==> src/rtl/fetch_unit_if.sv <==
// rtl/fetch_unit_if.sv - instruction-memory and decode-side handshake bundle for fetch_unit
interface fetch_unit_if #(
    parameter int ADDR_W  = 8,
    parameter int INSTR_W = 16
);
    logic               imem_req;
    logic [ADDR_W-1:0]  imem_addr;
    logic               imem_ack;
    logic [INSTR_W-1:0] imem_rdata;
    logic               instr_valid;
    logic               instr_ready;
    logic [INSTR_W-1:0] instr;
    logic [3:0]         opcode;
    logic [ADDR_W-1:0]  instr_pc;
    logic               redirect;
    logic [ADDR_W-1:0]  redirect_pc;

    // fetch unit side
    modport master (
        output imem_req, imem_addr,
        input  imem_ack, imem_rdata,
        output instr_valid, instr, opcode, instr_pc,
        input  instr_ready,
        input  redirect, redirect_pc
    );

    // memory / decode / execute side
    modport slave (
        input  imem_req, imem_addr,
        output imem_ack, imem_rdata,
        input  instr_valid, instr, opcode, instr_pc,
        output instr_ready,
        output redirect, redirect_pc
    );
endinterface

==> src/rtl/fetch_unit.sv <==
// rtl/fetch_unit.sv - PC owner and instruction fetcher; FETCH_PREFETCH_EN adds a skid slot
module fetch_unit #(
    parameter int                ADDR_W   = 8,
    parameter int                INSTR_W  = 16,
    parameter logic [ADDR_W-1:0] RESET_PC = '0
) (
    input logic            clk,
    input logic            reset,
    fetch_unit_if.master   bus
);
    typedef enum logic [1:0] {IDLE, FETCH, HOLD, DROP} state_t;

    localparam logic [ADDR_W-1:0] PC_ONE = {{(ADDR_W-1){1'b0}}, 1'b1};

    state_t             state_q;
    logic [ADDR_W-1:0]  pc_q;
    logic [ADDR_W-1:0]  addr_q;
    logic               req_q;
    logic               valid_q;
    logic [INSTR_W-1:0] instr_q;
    logic [ADDR_W-1:0]  instr_pc_q;

    assign bus.imem_req    = req_q;
    assign bus.imem_addr   = addr_q;
    assign bus.instr_valid = valid_q;
    assign bus.instr       = instr_q;
    assign bus.opcode      = instr_q[INSTR_W-1 -: 4];
    assign bus.instr_pc    = instr_pc_q;

`ifdef FETCH_PREFETCH_EN
    logic               skid_valid_q;
    logic [INSTR_W-1:0] skid_instr_q;
    logic [ADDR_W-1:0]  skid_pc_q;
    logic               transfer;
    logic               ack_live;
    logic               out_nv;
    logic               skid_nv;
    logic [1:0]         occ_d;
    logic [ADDR_W-1:0]  pc_d;

    // Slot occupancy after this edge decides whether another request may go out
    always_comb begin
        transfer = valid_q & bus.instr_ready & ~bus.redirect;
        ack_live = req_q & bus.imem_ack & (state_q != DROP);
        out_nv   = 1'b0;
        skid_nv  = 1'b0;
        if (transfer | ~valid_q) begin
            out_nv  = skid_valid_q | ack_live;
            skid_nv = skid_valid_q & ack_live;
        end else begin
            out_nv  = 1'b1;
            skid_nv = skid_valid_q | ack_live;
        end
        occ_d = {1'b0, out_nv} + {1'b0, skid_nv};
        pc_d  = ack_live ? pc_q + PC_ONE : pc_q;
    end

    // Fetch pipeline with output register plus one skid entry
    always_ff @(posedge clk or posedge reset) begin
        if (reset) begin
            state_q      <= IDLE;
            pc_q         <= RESET_PC;
            addr_q       <= RESET_PC;
            req_q        <= 1'b0;
            valid_q      <= 1'b0;
            instr_q      <= '0;
            instr_pc_q   <= '0;
            skid_valid_q <= 1'b0;
            skid_instr_q <= '0;
            skid_pc_q    <= '0;
        end else if (state_q == IDLE) begin
            state_q <= FETCH;
            req_q   <= 1'b1;
            if (bus.redirect) begin
                pc_q   <= bus.redirect_pc;
                addr_q <= bus.redirect_pc;
            end else begin
                addr_q <= pc_q;
            end
        end else if (bus.redirect) begin
            pc_q         <= bus.redirect_pc;
            valid_q      <= 1'b0;
            skid_valid_q <= 1'b0;
            if (req_q && !bus.imem_ack) begin
                // in-flight request cannot be withdrawn; swallow its data later
                state_q <= DROP;
            end else begin
                state_q <= FETCH;
                req_q   <= 1'b1;
                addr_q  <= bus.redirect_pc;
            end
        end else if (state_q == DROP) begin
            if (bus.imem_ack) begin
                state_q <= FETCH;
                addr_q  <= pc_q;
            end
        end else begin
            if (transfer || !valid_q) begin
                if (skid_valid_q) begin
                    instr_q      <= skid_instr_q;
                    instr_pc_q   <= skid_pc_q;
                    skid_valid_q <= 1'b0;
                end else if (ack_live) begin
                    instr_q    <= bus.imem_rdata;
                    instr_pc_q <= addr_q;
                end
                valid_q <= out_nv;
            end else if (ack_live) begin
                skid_instr_q <= bus.imem_rdata;
                skid_pc_q    <= addr_q;
                skid_valid_q <= 1'b1;
            end
            pc_q <= pc_d;
            if (req_q && !bus.imem_ack) begin
                req_q <= 1'b1;
            end else if (occ_d <= 2'd1) begin
                req_q  <= 1'b1;
                addr_q <= pc_d;
            end else begin
                req_q <= 1'b0;
            end
        end
    end
`else
    // Single-slot fetch FSM; every output comes straight from a register
    always_ff @(posedge clk or posedge reset) begin
        if (reset) begin
            state_q    <= IDLE;
            pc_q       <= RESET_PC;
            addr_q     <= RESET_PC;
            req_q      <= 1'b0;
            valid_q    <= 1'b0;
            instr_q    <= '0;
            instr_pc_q <= '0;
        end else begin
            case (state_q)
                IDLE: begin
                    state_q <= FETCH;
                    req_q   <= 1'b1;
                    if (bus.redirect) begin
                        pc_q   <= bus.redirect_pc;
                        addr_q <= bus.redirect_pc;
                    end else begin
                        addr_q <= pc_q;
                    end
                end
                FETCH: begin
                    if (bus.redirect) begin
                        pc_q <= bus.redirect_pc;
                        if (bus.imem_ack) begin
                            addr_q <= bus.redirect_pc;
                        end else begin
                            // keep old address on the bus until its ack arrives
                            state_q <= DROP;
                        end
                    end else if (bus.imem_ack) begin
                        instr_q    <= bus.imem_rdata;
                        instr_pc_q <= pc_q;
                        valid_q    <= 1'b1;
                        pc_q       <= pc_q + PC_ONE;
                        req_q      <= 1'b0;
                        state_q    <= HOLD;
                    end
                end
                HOLD: begin
                    if (bus.redirect) begin
                        valid_q <= 1'b0;
                        pc_q    <= bus.redirect_pc;
                        addr_q  <= bus.redirect_pc;
                        req_q   <= 1'b1;
                        state_q <= FETCH;
                    end else if (bus.instr_ready) begin
                        valid_q <= 1'b0;
                        addr_q  <= pc_q;
                        req_q   <= 1'b1;
                        state_q <= FETCH;
                    end
                end
                DROP: begin
                    if (bus.redirect) begin
                        pc_q <= bus.redirect_pc;
                    end
                    if (bus.imem_ack) begin
                        state_q <= FETCH;
                        addr_q  <= bus.redirect ? bus.redirect_pc : pc_q;
                    end
                end
                default: state_q <= IDLE;
            endcase
        end
    end
`endif
endmodule

==> src/flat_wrapper.sv <==
// flat-port wrapper written by rule: the top's interface ports become plain ports
module fetch_unit_flat 
#(
    parameter int                ADDR_W   = 8,
    parameter int                INSTR_W  = 16,
    parameter logic [ADDR_W-1:0] RESET_PC = '0
)
  (clk, reset, bus_imem_req, bus_imem_addr, bus_imem_ack, bus_imem_rdata, bus_instr_valid, bus_instr, bus_opcode, bus_instr_pc, bus_instr_ready, bus_redirect, bus_redirect_pc);
  fetch_unit_if #(.ADDR_W(ADDR_W), .INSTR_W(INSTR_W)) bus_i ();
  input logic clk;
  input logic reset;
  output wire logic [$bits(bus_i.imem_req)-1:0] bus_imem_req;
  output wire logic [$bits(bus_i.imem_addr)-1:0] bus_imem_addr;
  input wire logic [$bits(bus_i.imem_ack)-1:0] bus_imem_ack;
  input wire logic [$bits(bus_i.imem_rdata)-1:0] bus_imem_rdata;
  output wire logic [$bits(bus_i.instr_valid)-1:0] bus_instr_valid;
  output wire logic [$bits(bus_i.instr)-1:0] bus_instr;
  output wire logic [$bits(bus_i.opcode)-1:0] bus_opcode;
  output wire logic [$bits(bus_i.instr_pc)-1:0] bus_instr_pc;
  input wire logic [$bits(bus_i.instr_ready)-1:0] bus_instr_ready;
  input wire logic [$bits(bus_i.redirect)-1:0] bus_redirect;
  input wire logic [$bits(bus_i.redirect_pc)-1:0] bus_redirect_pc;
  assign bus_imem_req = bus_i.imem_req;
  assign bus_imem_addr = bus_i.imem_addr;
  assign bus_i.imem_ack = bus_imem_ack;
  assign bus_i.imem_rdata = bus_imem_rdata;
  assign bus_instr_valid = bus_i.instr_valid;
  assign bus_instr = bus_i.instr;
  assign bus_opcode = bus_i.opcode;
  assign bus_instr_pc = bus_i.instr_pc;
  assign bus_i.instr_ready = bus_instr_ready;
  assign bus_i.redirect = bus_redirect;
  assign bus_i.redirect_pc = bus_redirect_pc;
  fetch_unit #(.ADDR_W(ADDR_W), .INSTR_W(INSTR_W), .RESET_PC(RESET_PC)) u_core (.clk(clk), .reset(reset), .bus(bus_i));
endmodule
==> config.mk <==
export PLATFORM = sky130hd
export DESIGN_NAME = fetch_unit_flat
export DESIGN_NICKNAME = d
export VERILOG_FILES = /design/src/rtl/fetch_unit_if.sv /design/src/rtl/fetch_unit.sv /design/src/flat_wrapper.sv
export SDC_FILE = /design/constraint.sdc
export NUM_CORES = 1
export LEC_CHECK = 0
export CORE_ASPECT_RATIO = 2
export CORE_MARGIN = 1.5
export CORE_UTILIZATION = 49
export CTS_CLUSTER_DIAMETER = 80
export DETAILED_ROUTE_END_ITERATION = 12
export GPL_TIMING_DRIVEN = 0
export PLACE_DENSITY = 0.85
export SKIP_CTS_REPAIR_TIMING = 1
export SYNTH_ARGS = -nofsm -noshare
export SYNTH_HDL_FRONTEND = slang
export SYNTH_SLANG_ARGS = --single-unit
==> constraint.sdc <==
create_clock -name clk -period 2.78 [get_ports clk]
set_input_delay 0.278 -clock clk [delete_from_list [all_inputs] [get_ports clk]]
set_output_delay 0.278 -clock clk [all_outputs]
set_load 0.01 [all_outputs]
Word-level counts from Yosys, hierarchy flattened

Index checks and enable logic that the tools add are counted.

Bits in latches: 0
Bits in registers: 44
Output and inout port bits: 38
RAM bits: 0
Memories: 0
Input bits: 29
Logic and storage cells: 55
Memory bits (read-only): 0

Add/subtract/negate cells: 1
Multipliers: 0
Magnitude comparators: 0
Equality and inequality tests: 10
Muxes and demuxes: 27
Shift-type cells: 0
Bitwise operators: 1
Reduce and logical (&&, ||, !) cells: 9
Divide/modulo/power cells: 0

Operators by type and width:

| cell                                                | count |
|---|---|
| two-way mux 8 bit                                   | 8 |
| case mux 8 bit (4 select lines)                     | 1 |
| case mux 8 bit (2 select lines)                     | 1 |
| AND reduction 4 bit                                 | 4 |
| two-way mux 2 bit                                   | 6 |
| != test 3 bit, second input constant                | 3 |
| adder 8 x 1 -> 8 bit, second input constant         | 1 |
| two-way mux 1 bit                                   | 8 |
| != test 2 bit, second input constant                | 4 |
| case mux 2 bit (4 select lines)                     | 1 |
| equality test 2 bit, second input constant          | 2 |
| case mux 1 bit (3 select lines)                     | 1 |
| AND reduction 3 bit                                 | 1 |
| nonzero test 3 bit                                  | 1 |
| OR reduction 3 bit                                  | 1 |
| equality test 2 x 1 -> 1 bit, second input constant | 1 |
| logical NOT 2 bit                                   | 1 |
| case mux 1 bit (2 select lines)                     | 1 |
| nonzero test 2 bit                                  | 1 |
| inverter 1 bit                                      | 1 |

Depth between registers and ports, before layout

Word-level depth: 4
Mapped depth: 7
Depth with buffers taken out: 4

Worst setup path after synthesis

No wires, ideal clock.

Path type: reg2reg
Start: reg u_core.state_q[0]
End: reg u_core.addr_q[0], in the netlist u_core.bus.imem_addr[0]
Clock period less this slack: 1.658 ns
Library setup time: 0.125 ns
Required time: 2.655 ns
Buffers on the path: 1
Slack: 1.122 ns
Cell stages (with the launch flop): 6
Arrival time: 1.533 ns
Cell sequence: dfrtp_1 -> buf_4 -> and2b_4 -> nor2_2 -> mux2_2 -> mux2_2

Longest elaborated chain between the ends: 3
Elaborated cells between the ends (all ways): 10
Classes of those cells: eq/ne (7); mux (1); reduce/logical (2)

Ends and longest elaborated chain:

| element                                                                    | line              | text |
|---|---|---|
| start, declared                                                            | fetch_unit.sv:15  | `state_t state_q;` |
| start signal, assigned                                                     | fetch_unit.sv:128 | `state_q <= IDLE;` |
| start signal, assigned                                                     | fetch_unit.sv:138 | `state_q <= FETCH;` |
| start signal, assigned                                                     | fetch_unit.sv:154 | `state_q <= DROP;` |
| equality test 2 bit / equality test 2 x 1 -> 1 bit (equally long branches) | fetch_unit.sv:136 | `case (state_q)` |
| != test 3 bit (no source line) / != test 2 bit (equally long branches)     | n/a               |  |
| AND reduction 4 bit (no source line)                                       | n/a               |  |
| end signal, assigned                                                       | fetch_unit.sv:142 | `addr_q <= bus.redirect_pc;` |
| end signal, assigned                                                       | fetch_unit.sv:144 | `addr_q <= pc_q;` |
| end signal, assigned                                                       | fetch_unit.sv:151 | `addr_q <= bus.redirect_pc;` |
| end, declared                                                              | fetch_unit.sv:17  | `logic [ADDR_W-1:0] addr_q;` |

Several ways; a longest one is shown, not always the timed one.
A chain may end at the register's enable or synchronous reset.

Worst setup path in the final report

Start: reg u_core.state_q[0]
End: reg u_core.addr_q[4], in the netlist u_core.bus.imem_addr[4]

The elaborated chain is that of the path after synthesis.

==> results.md <==
- Status: completed
- Root Buffer: clkbuf_8
- Mapped cell area: 2010 um^2
- Antenna Nets Post-Route: 0
- Syn Area/Cell: 12.9 um^2
- Setup ws final: 0.946 ns
- Worst clock skew: 0.0101 ns
- Area leader, netlist: dfrtp_1
- Top sig layer: met4
- Pwr/cell area: 727 nW/um^2
- Core ar.: 3880 um^2
- Worst Path Arrival: 2.02 ns
- Metal2 WL: 2470 um
- CP required: 2.97 ns
- Max Cap Viol: 0
- Final Hold Violating Endpoints: 0
- Drt total wl: 4330 um
- Post-route DRC violation count: 0
- Worst setup SP type: flip-flop
- Maximum root-to-sink buffer count: 2
- Area grow syn2layout: 41.4%
- Seq/Total Area, Yosys: 54.8%
- Fin crit share: 66.0%
- Reg area: 1100 um^2
- Via count: 1440
- Clock slew at reported path FFs: 0.08 ns
- Cell mode on critical path: mux2_2
- Synth cell types: 34
- Top-area cell type share of the netlist area: 54.8%
- Layout cells sized above 1: 22.6%
- Net Count, Synth: 186
- Initial Utilization: 51.7%
- Leakage power: 1.20 nW
- Slew @ Worst Pin: 0.482 ns
- Vias in the first global route: 1482
- Worst-path maximum fanout: 9
- Clk sink count: 44
- Fmax: 545 MHz
- Ys async rst share: 100%
- Routed len/inst: 15.4 um
- Critical path's slowest cell: mux2_2
- Metal3 WL: 119 um
- GR Util All Layers: 21.7%
- #FFs+latches synth: 44
- Initial antenna violation count: 0
- Yosys Warn Count: 0
- Initial DRT Pass Iterations: 4
- HP Class: input pin to flip-flop
- Placement Setup Slack: 0.812 ns
- Worst skew pair latency: 0.30 ns
- Nets: 259
- Ant. Diodes: 0
- Io pins: 67
- IO Port Bufs: 65
- Fillcell total: 289
- DIE WIDTH: 48.3 um
- Total design power: 0.00206 W
- Final setup fails: 0
- Most frequent cells in the layout: clkdlybuf4s50_1 (65), dfrtp_1 (44), mux2_2 (29)
- Most common cell after layout, fill and taps aside: clkdlybuf4s50_1
- WS Path Type: flip-flop to flip-flop
- CTS H-tree depth: 2
- RSZ-0062 raised after global routing: false
- Peak VDD IR: 449 uV
- Post-DP HPWL: 3440 um
- Slew Viols, Final: 0
- Crit path time final: 1.83 ns
- Total gr overflow: 0
- Count of flip-flops with a built-in enable after synthesis: 0
- Drt initial violations: 9
- First-pass GRT wire length: 6910 um
- CP cell instances: buf_4 > and2b_4 > nor2_2 > mux2_2 > mux2_2
- Area of the multi-input gates: 795 um^2
- Mapped Cells: 156
- CTS tree: yes
- Worst Setup End Kind: flip-flop
- M1 wire length: 1540 um
- Setup TNS: 0 ns
- CTS Buf Count: 5
- Gpl congestion: 0.768
- Largest net degree at the start of global routing: 24
- Max-slew headroom: 67.8%
- Top post-synthesis cells by area: dfrtp_1 (55%), mux2_2 (16%), mux2_1 (6.2%)
- Chip height: 93.6 um
- Die area: 4520 um^2
- # rows: 32
- Max incr delay on CP: 0.39 ns
- Ys flop type: dfrtp_1
- Via density: 5.12
cell families (layout without fill, tap and decap cells):
family	count (synthesis)	after routing	share of synthesized area (%)
AOI/OAI and AO/OA	17	17	4.73
DFF	44	44	54.8
muxes	43	43	23.9
xor gates and xnor gates	4	4	1.74
buffers and inverters	19	93	5.67
and+or+nand+nor	28	28	8.53
adders and majority gates	1	1	0.623
routing by layer:
layer / up-vias / global-route usage [%]
met5: - / 0
met4: 0 / 14.0
met3: 16 / 4.25
met2: 31 / 35.9
met1: 701 / 23.0
li1: 692 / -
per-stage QoR:
step / cell area (um^2) / hold slack [ns] / util, % / instances
finish: 2840 / 0.236 / 73.2 / 281
global route: 2840 / 0.231 / 73.2 / 281
CTS: 2840 / 0.227 / 73.2 / 281
detailed placement: 2750 / 0.478 / 70.8 / 273
global placement: 2720 / 0.467 / 70.1 / 272
floorplan: 2010 / 0.399 / - / 156
report_power, final:
part / internal, W / switching (W)
clock network: 0.000203 / 0.000199
registers: 0.000802 / 0.000104
logic: 0.000482 / 0.000276
total: 0.00149 / 0.000579
cells in the mapped netlist (2+ instances only):
library cell and number:
nand2_1 6, inv_1 8, a31oi_1 3, nor2_1 5, o21ai_0 8, xor2_1 2, mux2_1 11, mux2i_1 3
dfrtp_1 44, mux2_2 29, buf_6 2, o21ai_1 2, and3_1 2, nor3_1 2, buf_4 7, nand4_1 2
a21oi_1 2, xnor2_1 2
final timing paths:
path                                                          from                                   to  slack, ns  depth (start not counted)
worst min register to register  u_core.bus.instr_pc[5]$_DFFE_PP0P_   u_core.bus.instr_pc[5]$_DFFE_PP0P_       0.49                          1
max in group asynchronous                                    reset  u_core.bus.imem_addr[1]$_DFFE_PP0P_       1.98                          3
worst max-delay path                 u_core.state_q[0]$_DFFE_PP0P_  u_core.bus.imem_addr[4]$_DFFE_PP0P_       0.95                          5
worst max register to register       u_core.state_q[0]$_DFFE_PP0P_  u_core.bus.imem_addr[4]$_DFFE_PP0P_       0.95                          5
min in group asynchronous                                    reset      u_core.bus.instr[1]$_DFFE_PP0P_       0.32                          2
worst min-delay path                                  bus_redirect           u_core.pc_q[1]$_DFFE_PP0P_       0.24                          2
cell type report:
cell class / count / share of cell area, %
sequential: 44 / 38.7
multi-input combinational: 93 / 28.0
timing repair buffer: 66 / 23.9
clock buffer: 8 / 3.17
buffer: 11 / 2.95
tap: 51 / 2.25
inverter: 8 / 1.06
critical path: cells and delay by family (launching register included):
| kind | cells | cell delay (ns) |
|---|---|---|
| simple gates | 2 | 0.54 |
| flops | 1 | 0.36 |
| mux | 2 | 0.65 |
| buf+inv | 1 | 0.16 |
flip-flops by register name (all words and copies together), names as in the netlist:
register and count:
u_core.bus.imem_addr 8, u_core.bus.imem_req 1, u_core.bus.instr 16, u_core.bus.instr_pc 8, u_core.bus.instr_valid 1, u_core.pc_q 8, u_core.state_q 2
(Power assumes the default switching activity.)
